`src/rtl/framebuffer_scan_reader_pkg.sv`:
```
// Shared geometry defaults, width helpers and FSM encoding for the framebuffer port-B scan reader.
package framebuffer_scan_reader_pkg;

  localparam int DEF_PIXEL_WIDTH      = 64;
  localparam int DEF_PIXEL_HEIGHT     = 32;
  localparam int DEF_PIXEL_HALFHEIGHT = 16;
  localparam int DEF_BYTES_PER_PIXEL  = 3;
  localparam int DEF_READ_LATENCY     = 2;
  localparam int SCAN_FIFO_DEPTH      = 4;

  function automatic int num_address_b_bits(input int w, input int hh);
    return $clog2(w * hh);
  endfunction

  // Port B returns one byte per colour per subpanel for the addressed column.
  function automatic int num_data_b_bits(input int h, input int bpp, input int hh);
    return (h / hh) * bpp * 8;
  endfunction

  function automatic int col_bits(input int w);
    return (w > 1) ? $clog2(w) : 1;
  endfunction

  function automatic int row_bits(input int hh);
    return (hh > 1) ? $clog2(hh) : 1;
  endfunction

  typedef enum logic [1:0] {
    IDLE  = 2'd0,
    FETCH = 2'd1,
    DRAIN = 2'd2
  } scan_state_e;

endpackage

```
`src/rtl/framebuffer_scan_reader_fifo.sv`:
```
// Small synchronous FIFO with asynchronous reset used as the skid buffer for the pixel stream.
module scan_fifo
  import framebuffer_scan_reader_pkg::*;
#(
  parameter int WIDTH = 8,
  parameter int DEPTH = 4,
  localparam int PW = (DEPTH > 1) ? $clog2(DEPTH) : 1,
  localparam int CW = $clog2(DEPTH + 1)
) (
  input  logic             clk_i,
  input  logic             reset_i,
  input  logic             push_i,
  input  logic [WIDTH-1:0] data_i,
  input  logic             pop_i,
  output logic [WIDTH-1:0] data_o,
  output logic [CW-1:0]    count_o,
  output logic             empty_o,
  output logic             full_o
);

  logic [WIDTH-1:0] mem_q [DEPTH];
  logic [PW-1:0]    wr_ptr_q;
  logic [PW-1:0]    rd_ptr_q;
  logic [CW-1:0]    count_q;
  logic [CW-1:0]    count_d;
  logic             do_push;
  logic             do_pop;

  assign empty_o = (count_q == '0);
  assign full_o  = (count_q == CW'(DEPTH));
  assign count_o = count_q;
  assign data_o  = mem_q[rd_ptr_q];

  // A full FIFO may still accept a push when the head leaves in the same cycle.
  assign do_pop  = pop_i && !empty_o;
  assign do_push = push_i && (!full_o || do_pop);

  always_comb begin
    count_d = count_q;
    case ({do_push, do_pop})
      2'b10:   count_d = count_q + 1'b1;
      2'b01:   count_d = count_q - 1'b1;
      default: count_d = count_q;
    endcase
  end

  always_ff @(posedge clk_i or posedge reset_i) begin
    if (reset_i) begin
      wr_ptr_q <= '0;
      rd_ptr_q <= '0;
      count_q  <= '0;
      for (int i = 0; i < DEPTH; i++) mem_q[i] <= '0;
    end else begin
      count_q <= count_d;
      if (do_push) begin
        mem_q[wr_ptr_q] <= data_i;
        wr_ptr_q        <= wr_ptr_q + 1'b1;
      end
      if (do_pop) rd_ptr_q <= rd_ptr_q + 1'b1;
    end
  end

endmodule

```
`src/rtl/framebuffer_scan_reader.sv`:
```
// Port-B read sequencer: sweeps one scan row, tracks the fixed read latency and streams each
// all-lane column word downstream through a credit-limited skid FIFO.
module framebuffer_scan_reader
  import framebuffer_scan_reader_pkg::*;
#(
  parameter int PIXEL_WIDTH      = DEF_PIXEL_WIDTH,
  parameter int PIXEL_HEIGHT     = DEF_PIXEL_HEIGHT,
  parameter int PIXEL_HALFHEIGHT = DEF_PIXEL_HALFHEIGHT,
  parameter int BYTES_PER_PIXEL  = DEF_BYTES_PER_PIXEL,
  parameter int READ_LATENCY     = DEF_READ_LATENCY,
  parameter int FIFO_DEPTH       = SCAN_FIFO_DEPTH,
  localparam int AB = num_address_b_bits(PIXEL_WIDTH, PIXEL_HALFHEIGHT),
  localparam int QW = num_data_b_bits(PIXEL_HEIGHT, BYTES_PER_PIXEL, PIXEL_HALFHEIGHT),
  localparam int CB = col_bits(PIXEL_WIDTH),
  localparam int RB = row_bits(PIXEL_HALFHEIGHT)
) (
  input  logic          clk_i,
  input  logic          reset_i,
  input  logic          row_start_i,
  input  logic [RB-1:0] row_sel_i,
  output logic          busy_o,
  output logic          row_done_o,
  output logic          overrun_o,
  output logic [AB-1:0] mem_addr_b_o,
  output logic          mem_ce_b_o,
  input  logic [QW-1:0] mem_q_b_i,
  output logic          pix_valid_o,
  input  logic          pix_ready_i,
  output logic [QW-1:0] pix_data_o,
  output logic [CB-1:0] pix_col_o
);

  localparam int CW = $clog2(FIFO_DEPTH + 1);
  localparam logic [CB-1:0] LAST_COL = CB'(PIXEL_WIDTH - 1);

  scan_state_e   state_q, state_d;
  logic [RB-1:0] row_q, row_d;
  logic [CB-1:0] col_q, col_d;
  logic          overrun_q, overrun_d;

  logic [READ_LATENCY-1:0] tag_q;
  logic [CB-1:0]           tag_col_q [READ_LATENCY];

  logic          issue;
  logic          push;
  logic          pop;
  logic          row_done;
  logic [CW-1:0] inflight;
  logic [CW-1:0] fifo_count;
  logic          fifo_empty;
  logic          fifo_full;
  logic [CW:0]   occupancy;

  always_comb begin
    inflight = '0;
    for (int i = 0; i < READ_LATENCY; i++) inflight = inflight + CW'(tag_q[i]);
  end

  assign pop  = pix_valid_o && pix_ready_i;
  assign push = tag_q[READ_LATENCY-1];

  // Slots promised to the FIFO; a head leaving this cycle already counts as a free slot.
  assign occupancy = {1'b0, fifo_count} + {1'b0, inflight} - (CW + 1)'(pop);

  always_comb begin
    state_d   = state_q;
    row_d     = row_q;
    col_d     = col_q;
    overrun_d = overrun_q;
    issue     = 1'b0;
    row_done  = 1'b0;
    case (state_q)
      IDLE: begin
        if (row_start_i) begin
          row_d   = row_sel_i;
          col_d   = '0;
          state_d = FETCH;
        end
      end
      FETCH: begin
        if (occupancy < (CW + 1)'(FIFO_DEPTH)) begin
          issue = 1'b1;
          if (col_q == LAST_COL) state_d = DRAIN;
          else                   col_d   = col_q + 1'b1;
        end
      end
      DRAIN: begin
        if (pop && (pix_col_o == LAST_COL)) begin
          row_done = 1'b1;
          state_d  = IDLE;
        end
      end
      default: state_d = IDLE;
    endcase
    if (row_start_i && (state_q != IDLE)) overrun_d = 1'b1;
  end

  // The tag pipeline mirrors port B: a tag leaving the last stage means mem_q_b_i holds that column.
  always_ff @(posedge clk_i or posedge reset_i) begin
    if (reset_i) begin
      state_q   <= IDLE;
      row_q     <= '0;
      col_q     <= '0;
      overrun_q <= 1'b0;
      tag_q     <= '0;
      for (int i = 0; i < READ_LATENCY; i++) tag_col_q[i] <= '0;
    end else begin
      state_q      <= state_d;
      row_q        <= row_d;
      col_q        <= col_d;
      overrun_q    <= overrun_d;
      tag_q[0]     <= issue;
      tag_col_q[0] <= col_q;
      for (int i = 1; i < READ_LATENCY; i++) begin
        tag_q[i]     <= tag_q[i-1];
        tag_col_q[i] <= tag_col_q[i-1];
      end
    end
  end

  scan_fifo #(
    .WIDTH(CB + QW),
    .DEPTH(FIFO_DEPTH)
  ) u_fifo (
    .clk_i  (clk_i),
    .reset_i(reset_i),
    .push_i (push),
    .data_i ({tag_col_q[READ_LATENCY-1], mem_q_b_i}),
    .pop_i  (pop),
    .data_o ({pix_col_o, pix_data_o}),
    .count_o(fifo_count),
    .empty_o(fifo_empty),
    .full_o (fifo_full)
  );

  a_no_push_when_full : assert property (@(posedge clk_i) disable iff (reset_i) !(push && fifo_full));

  assign pix_valid_o  = !fifo_empty;
  assign busy_o       = (state_q != IDLE);
  assign row_done_o   = row_done;
  assign overrun_o    = overrun_q;
  assign mem_ce_b_o   = (state_q != IDLE) || (inflight != '0);
  assign mem_addr_b_o = AB'(int'(row_q) * PIXEL_WIDTH + int'(col_q));

endmodule

```
`config.mk`:
```
export PLATFORM = sky130hd
export DESIGN_NAME = framebuffer_scan_reader
export DESIGN_NICKNAME = d
export VERILOG_FILES = /design/src/rtl/framebuffer_scan_reader_pkg.sv /design/src/rtl/framebuffer_scan_reader_fifo.sv /design/src/rtl/framebuffer_scan_reader.sv
export SDC_FILE = /design/constraint.sdc
export NUM_CORES = 1
export LEC_CHECK = 0
export BUFFER_PORTS_ARGS = -buffer_cell sky130_fd_sc_hd__buf_2
export CORE_UTILIZATION = 28
export CTS_BUF_LIST = sky130_fd_sc_hd__clkbuf_2 sky130_fd_sc_hd__clkbuf_4 sky130_fd_sc_hd__clkbuf_8
export DETAILED_ROUTE_END_ITERATION = 10
export GPL_TIMING_DRIVEN = 0
export SYNTH_ARGS = -nofsm -noshare
export SYNTH_HDL_FRONTEND = slang
export SYNTH_HIERARCHICAL = 1
export SYNTH_SLANG_ARGS = --single-unit
```
`constraint.sdc`:
```
create_clock -name clk_i -period 12.25 [get_ports clk_i]
set_clock_uncertainty 0.15 [all_clocks]
set_input_delay 0.6125 -clock clk_i [delete_from_list [all_inputs] [get_ports clk_i]]
set_output_delay 0.6125 -clock clk_i [all_outputs]
set_load 0.02 [all_outputs]
```
# Word-level counts from Yosys, hierarchy flattened
# Cells that the tools add are included.
# word_totals
regBits	250
inputBits	56
out_inout_bits	69
elab_cells	80
# classes
bitwise	2
addsub	9
n_lt_le_gt_ge	4
muxes	20
n_reduce_logical	19
n_eq_ne	12
# ops
op	n
bitwise mux 216 bit	1
two-way mux 54 bit	3
binary-select mux 54 bit (select 2 bit)	1
demux 54 bit (select 2 bit)	1
two-way mux 6 bit	3
== test 6 bit, second input constant	2
case mux 6 bit (2 select lines)	1
adder 10 x 6 -> 10 bit	1
inequality test 2 bit, second input constant	5
two-way mux 2 bit	4
AND reduction 4 bit	2
adder 6 x 1 -> 6 bit, second input constant	1
>= comparator 3 bit, second input constant	2
logical AND 1 bit	6
NOT 2 -> 3 bit	2
case mux 2 bit (3 select lines)	1
case mux 3 bit (2 select lines)	1
nonzero test 2 bit	3
adder 2 x 1 -> 2 bit, second input constant	2
adder 3 x 2 -> 4 bit	1
== test 2 x 1 -> 1 bit, second input constant	2
== test 2 bit, second input constant	2
< comparator 4 x 3 -> 1 bit, second input constant	1
two-way mux 1 bit	4
12 further kinds	14

# Logic depth before layout (Yosys ltp)
# depth
word_depth	8
mapped_depth	10
depth_no_buf	10

# Hierarchy
# The synthesis kept the hierarchy.
# modules_own_cells
mod	cells_per_inst	seq_area_each_um2	area_per_inst_um2	n_inst
scan_fifo	560	5580.4	9789.4	1
framebuffer_scan_reader	101	675.6	1198.6	1

# Worst setup path before layout
# Ideal clock, no wire load.
# synth_path
path_type	flip-flop to output port
from	reg u_fifo.rd_ptr_q[1]
to	out row_done_o
slack_ns	9.546
required_time_ns	11.487
stages_incl_launch_ff	7
t_arrival_ns	1.942
path_buffers	2
cell_sequence	dfrtp_1 buf_2 buf_2 mux4_2 and4_1 nand4_1 nor3b_1
# synth_between
elab_chain_cells	8
# synth_lines
element	line_no	source
start, declared	framebuffer_scan_reader_fifo.sv:23	logic [PW-1:0] rd_ptr_q;
start signal, assigned	framebuffer_scan_reader_fifo.sv:59	if (do_pop) rd_ptr_q <= rd_ptr_q + 1'b1;
NOT 2 -> 3 bit (implied by the code)	framebuffer_scan_reader_fifo.sv:32	assign data_o = mem_q[rd_ptr_q];
binary-select mux 54 bit (select 2 bit)	framebuffer_scan_reader_fifo.sv:32	
two-way mux 54 bit (implied by the code) (2 in a row)	framebuffer_scan_reader_fifo.sv:32	
named net pix_col_o[5]	framebuffer_scan_reader.sv:30	output logic [CB-1:0] pix_col_o
== test 6 bit	framebuffer_scan_reader.sv:88	if (pop && (pix_col_o == LAST_COL)) begin
logical AND 1 bit	framebuffer_scan_reader.sv:88	
two-way mux 1 bit	framebuffer_scan_reader.sv:88	
two-way mux 1 bit	framebuffer_scan_reader.sv:72	case (state_q)
end, declared	framebuffer_scan_reader.sv:22	output logic row_done_o,
# The timed path passes the listed nets, and every way through them passes these cells. The select of a mux whose other input is x is not followed.

# Worst setup path in the final report
# layout_path
from	reg u_fifo.rd_ptr_q[1]
to	out row_done_o
# layout_between
elab_chain_cells	8
# layout_lines
element	line_no
NOT 2 -> 3 bit (implied by the code)	framebuffer_scan_reader_fifo.sv:32
binary-select mux 54 bit (select 2 bit)	framebuffer_scan_reader_fifo.sv:32
two-way mux 54 bit (implied by the code) (2 in a row)	framebuffer_scan_reader_fifo.sv:32
== test 6 bit	framebuffer_scan_reader.sv:88
logical AND 1 bit	framebuffer_scan_reader.sv:88
two-way mux 1 bit	framebuffer_scan_reader.sv:88
two-way mux 1 bit	framebuffer_scan_reader.sv:72
# Every way passes these cells. The select of a mux whose other input is x is not followed.

==> run_results.csv <==
group,metric,value,unit
layout,area_growth,20.7,%
drt,drc,0,
worst_setup_path,slowest_delay,0.40,ns
worst_setup_path,regToRegEndpoint,"u_fifo/count_o[2]",
worst_setup_path,crit_top_cell,"buf_2",
status,violations,"hold timing",
worst_setup_path,crit_chain,"buf_2, buf_2, mux4_2, and4_1, nand4_1, nor3b_1, buf_2",
global_route,grt_max_degree,118,
logic_synthesis,yosys_warnings,6,
drt,drt-met1-wl,10.9,mm
clocking,cts_setup_buffers,0,
logic_synthesis,syn_nets,729,
die,die_area,40000,um^2
worst_setup_path,critical_path_class,"flip-flop to primary output",
drt,route.met2.wl,11.3,mm
power_and_ir_drop,p_leak,5.69,nW
layout,drive_gt1_share,60.3,%
drt,wl_met3,1.34,mm
placed_design,portBuffers,124,
die,die_y,200,um
sta,hold_slack,-0.0236,ns
layout,final_cell_mix,"250 x dfrtp_1, 223 x mux2_2, 136 x buf_2",
clocking,clkLatencyLatePin,0.58,ns
clocking,root_buffer,"clkbuf_8",
layout,final_common_cell,"dfrtp_1",
drt,dr.pass1.iters,4,
die,die-width,200,um
sta,final.setup.tns,0,ns
drt,post_drt_wl_per_cell,17.5,um
worst_setup_path,reg2regPathDepth,10,
sta,max_clock_freq,0.287,GHz
layout,antenna_cells,0,
drt,routed_via_density,4.48,
clocking,clkTransAtPathRegs,0.06,ns
hold_path,worstHoldPathType,"input pin to async pin",
clocking,h-tree-depth,2,
clocking,cts.sinks,250,
worst_setup_path,cp-start-kind,"flip-flop",
power_and_ir_drop,power.density,296,nW/um^2
sta,slew_viol_final,0,
worst_setup_path,slowest_stage,"buf_2",
layout,n_fill_cell,3730,
clocking,cts_tree,"done",
placed_design,place.gp.congestion,0.755,
layout,register_area,6260,um^2
clocking,post_cts_resize_count,0,
drt,top_layer_used,"met4",
die,rows,72,
drt,drt_iter0_markers,187,
sta,rsz0062_at_grt,"false",
drt,num_vias,6174,
power_and_ir_drop,max-vdd-ir-drop,0.0000987,V
clocking,cts_buffer_depth,3,
worst_setup_path,reg2reg_from,"u_fifo/count_o[0]",
logic_synthesis,synthCells,660,
flow_run,cap_violations,0,
drt,finalWirelength,24.1,mm
status,status,"complete, but fails checks",
die,initial_core_util,28.4,%
worst_setup_path,path_max_fanout,10,
placed_design,post_dp_cell_area,12300,um^2
logic_synthesis,avgSynthCellArea,16.6,um^2
die,core,38600,um^2
clocking,cts_inserted_buffers,45,
layout,num-nets-final,901,
drt,ant_nets,0,
placed_design,hpwlAfterDp,15.3,mm
global_route,antenna_found_initial,0,
sta,fin_crit_sh,28.5,%
worst_setup_path,critPathCaptureType,"primary output",
sta,worst_slew_pin_slew,1.00,ns
global_route,overflow,0,
die,io-pin-count,125,
sta,setup_viol,0,
global_route,grt_usage,12.6,%
worst_setup_path,ff2ff_setup_slack,9.34,ns
sta,min_period,3.49,ns
clocking,cts_hold_buf,0,
sta,max-slew-margin-rel,33.0,%
global_route,grt_pass1_vias,6770,
layout,multiInputGateArea,4370,um^2
worst_setup_path,cp_data_required_time,11.49,ns
sta,hold_viol_final,7,
layout,final_area,13300,um^2
worst_setup_path,critPathArrivalTime,2.73,ns
placed_design,placed_cells,1303,
logic_synthesis,syn-cell-area,11000,um^2
layout,finalNonFillerCells,1378,
global_route,grt_pass1_wl,38.5,mm
## registers in the layout (all words and copies together) (netlist names)
| signal | flops |
|---|---|
| col_q | 6 |
| u_fifo/mem_q | 216 |
| tag_q | 2 |
| state_q | 2 |
| u_fifo/wr_ptr_q | 2 |
| row_q | 4 |
| overrun_o | 1 |
| tag_col_q | 12 |
| u_fifo/rd_ptr_q | 2 |
| u_fifo/count_o | 3 |
## layout make-up
| cell class | count | area share [%] |
|---|---|---|
| multi-input cells | 358 | 32.9 |
| clock buffers | 69 | 6.69 |
| flip-flops and latches | 250 | 47.2 |
| repair buffers | 125 | 4.89 |
| plain buffers | 33 | 2.18 |
| clock inverters | 6 | 0.642 |
| inverters | 19 | 0.595 |
| well taps | 518 | 4.89 |
## metrics by stage
stage	worst slack, ns	utilization [%]	hold WS, ns	power (mW)
floorplan	5.38	-	0.181	2.66
global placement	2.47	31.7	0.183	3.09
detailed placement	9.26	31.8	0.185	3.14
CTS	8.62	34.3	0.00717	4.01
global route	8.48	34.3	0.00504	4.21
finish	8.76	34.3	-0.0236	3.93
## worst max path at each step
stage,startpoint,to,depth (start not counted)
global placement,reset_i,u_fifo/mem_q[126],2
floorplan,reset_i,u_fifo/count_o[0],1
finish,u_fifo/rd_ptr_q[1],row_done_o,7
detailed placement,pix_ready_i,col_q[0],9
CTS,u_fifo/rd_ptr_q[1],row_done_o,7
global route,u_fifo/rd_ptr_q[1],row_done_o,7
## routing by layer
metal | global-route usage [%] | vias up
li1 | - | 2779
met1 | 16.6 | 3230
met2 | 19.8 | 123
met3 | 3.91 | 42
met4 | 4.18 | 0
met5 | 0 | -
## power by group
group / internal [mW] / switching, mW / total [mW]
Clock: 0.499 / 0.342 / 0.841
Sequential: 1.23 / 0.204 / 1.43
Combinational: 0.859 / 0.793 / 1.65
## critical path, delay by kind of cell, from the launching register on
family	cells	cell delay, ns
buf+inv	3	0.90
mux	1	0.31
simple gates	3	0.62
flops	1	0.32
(Power assumes the default switching activity.)
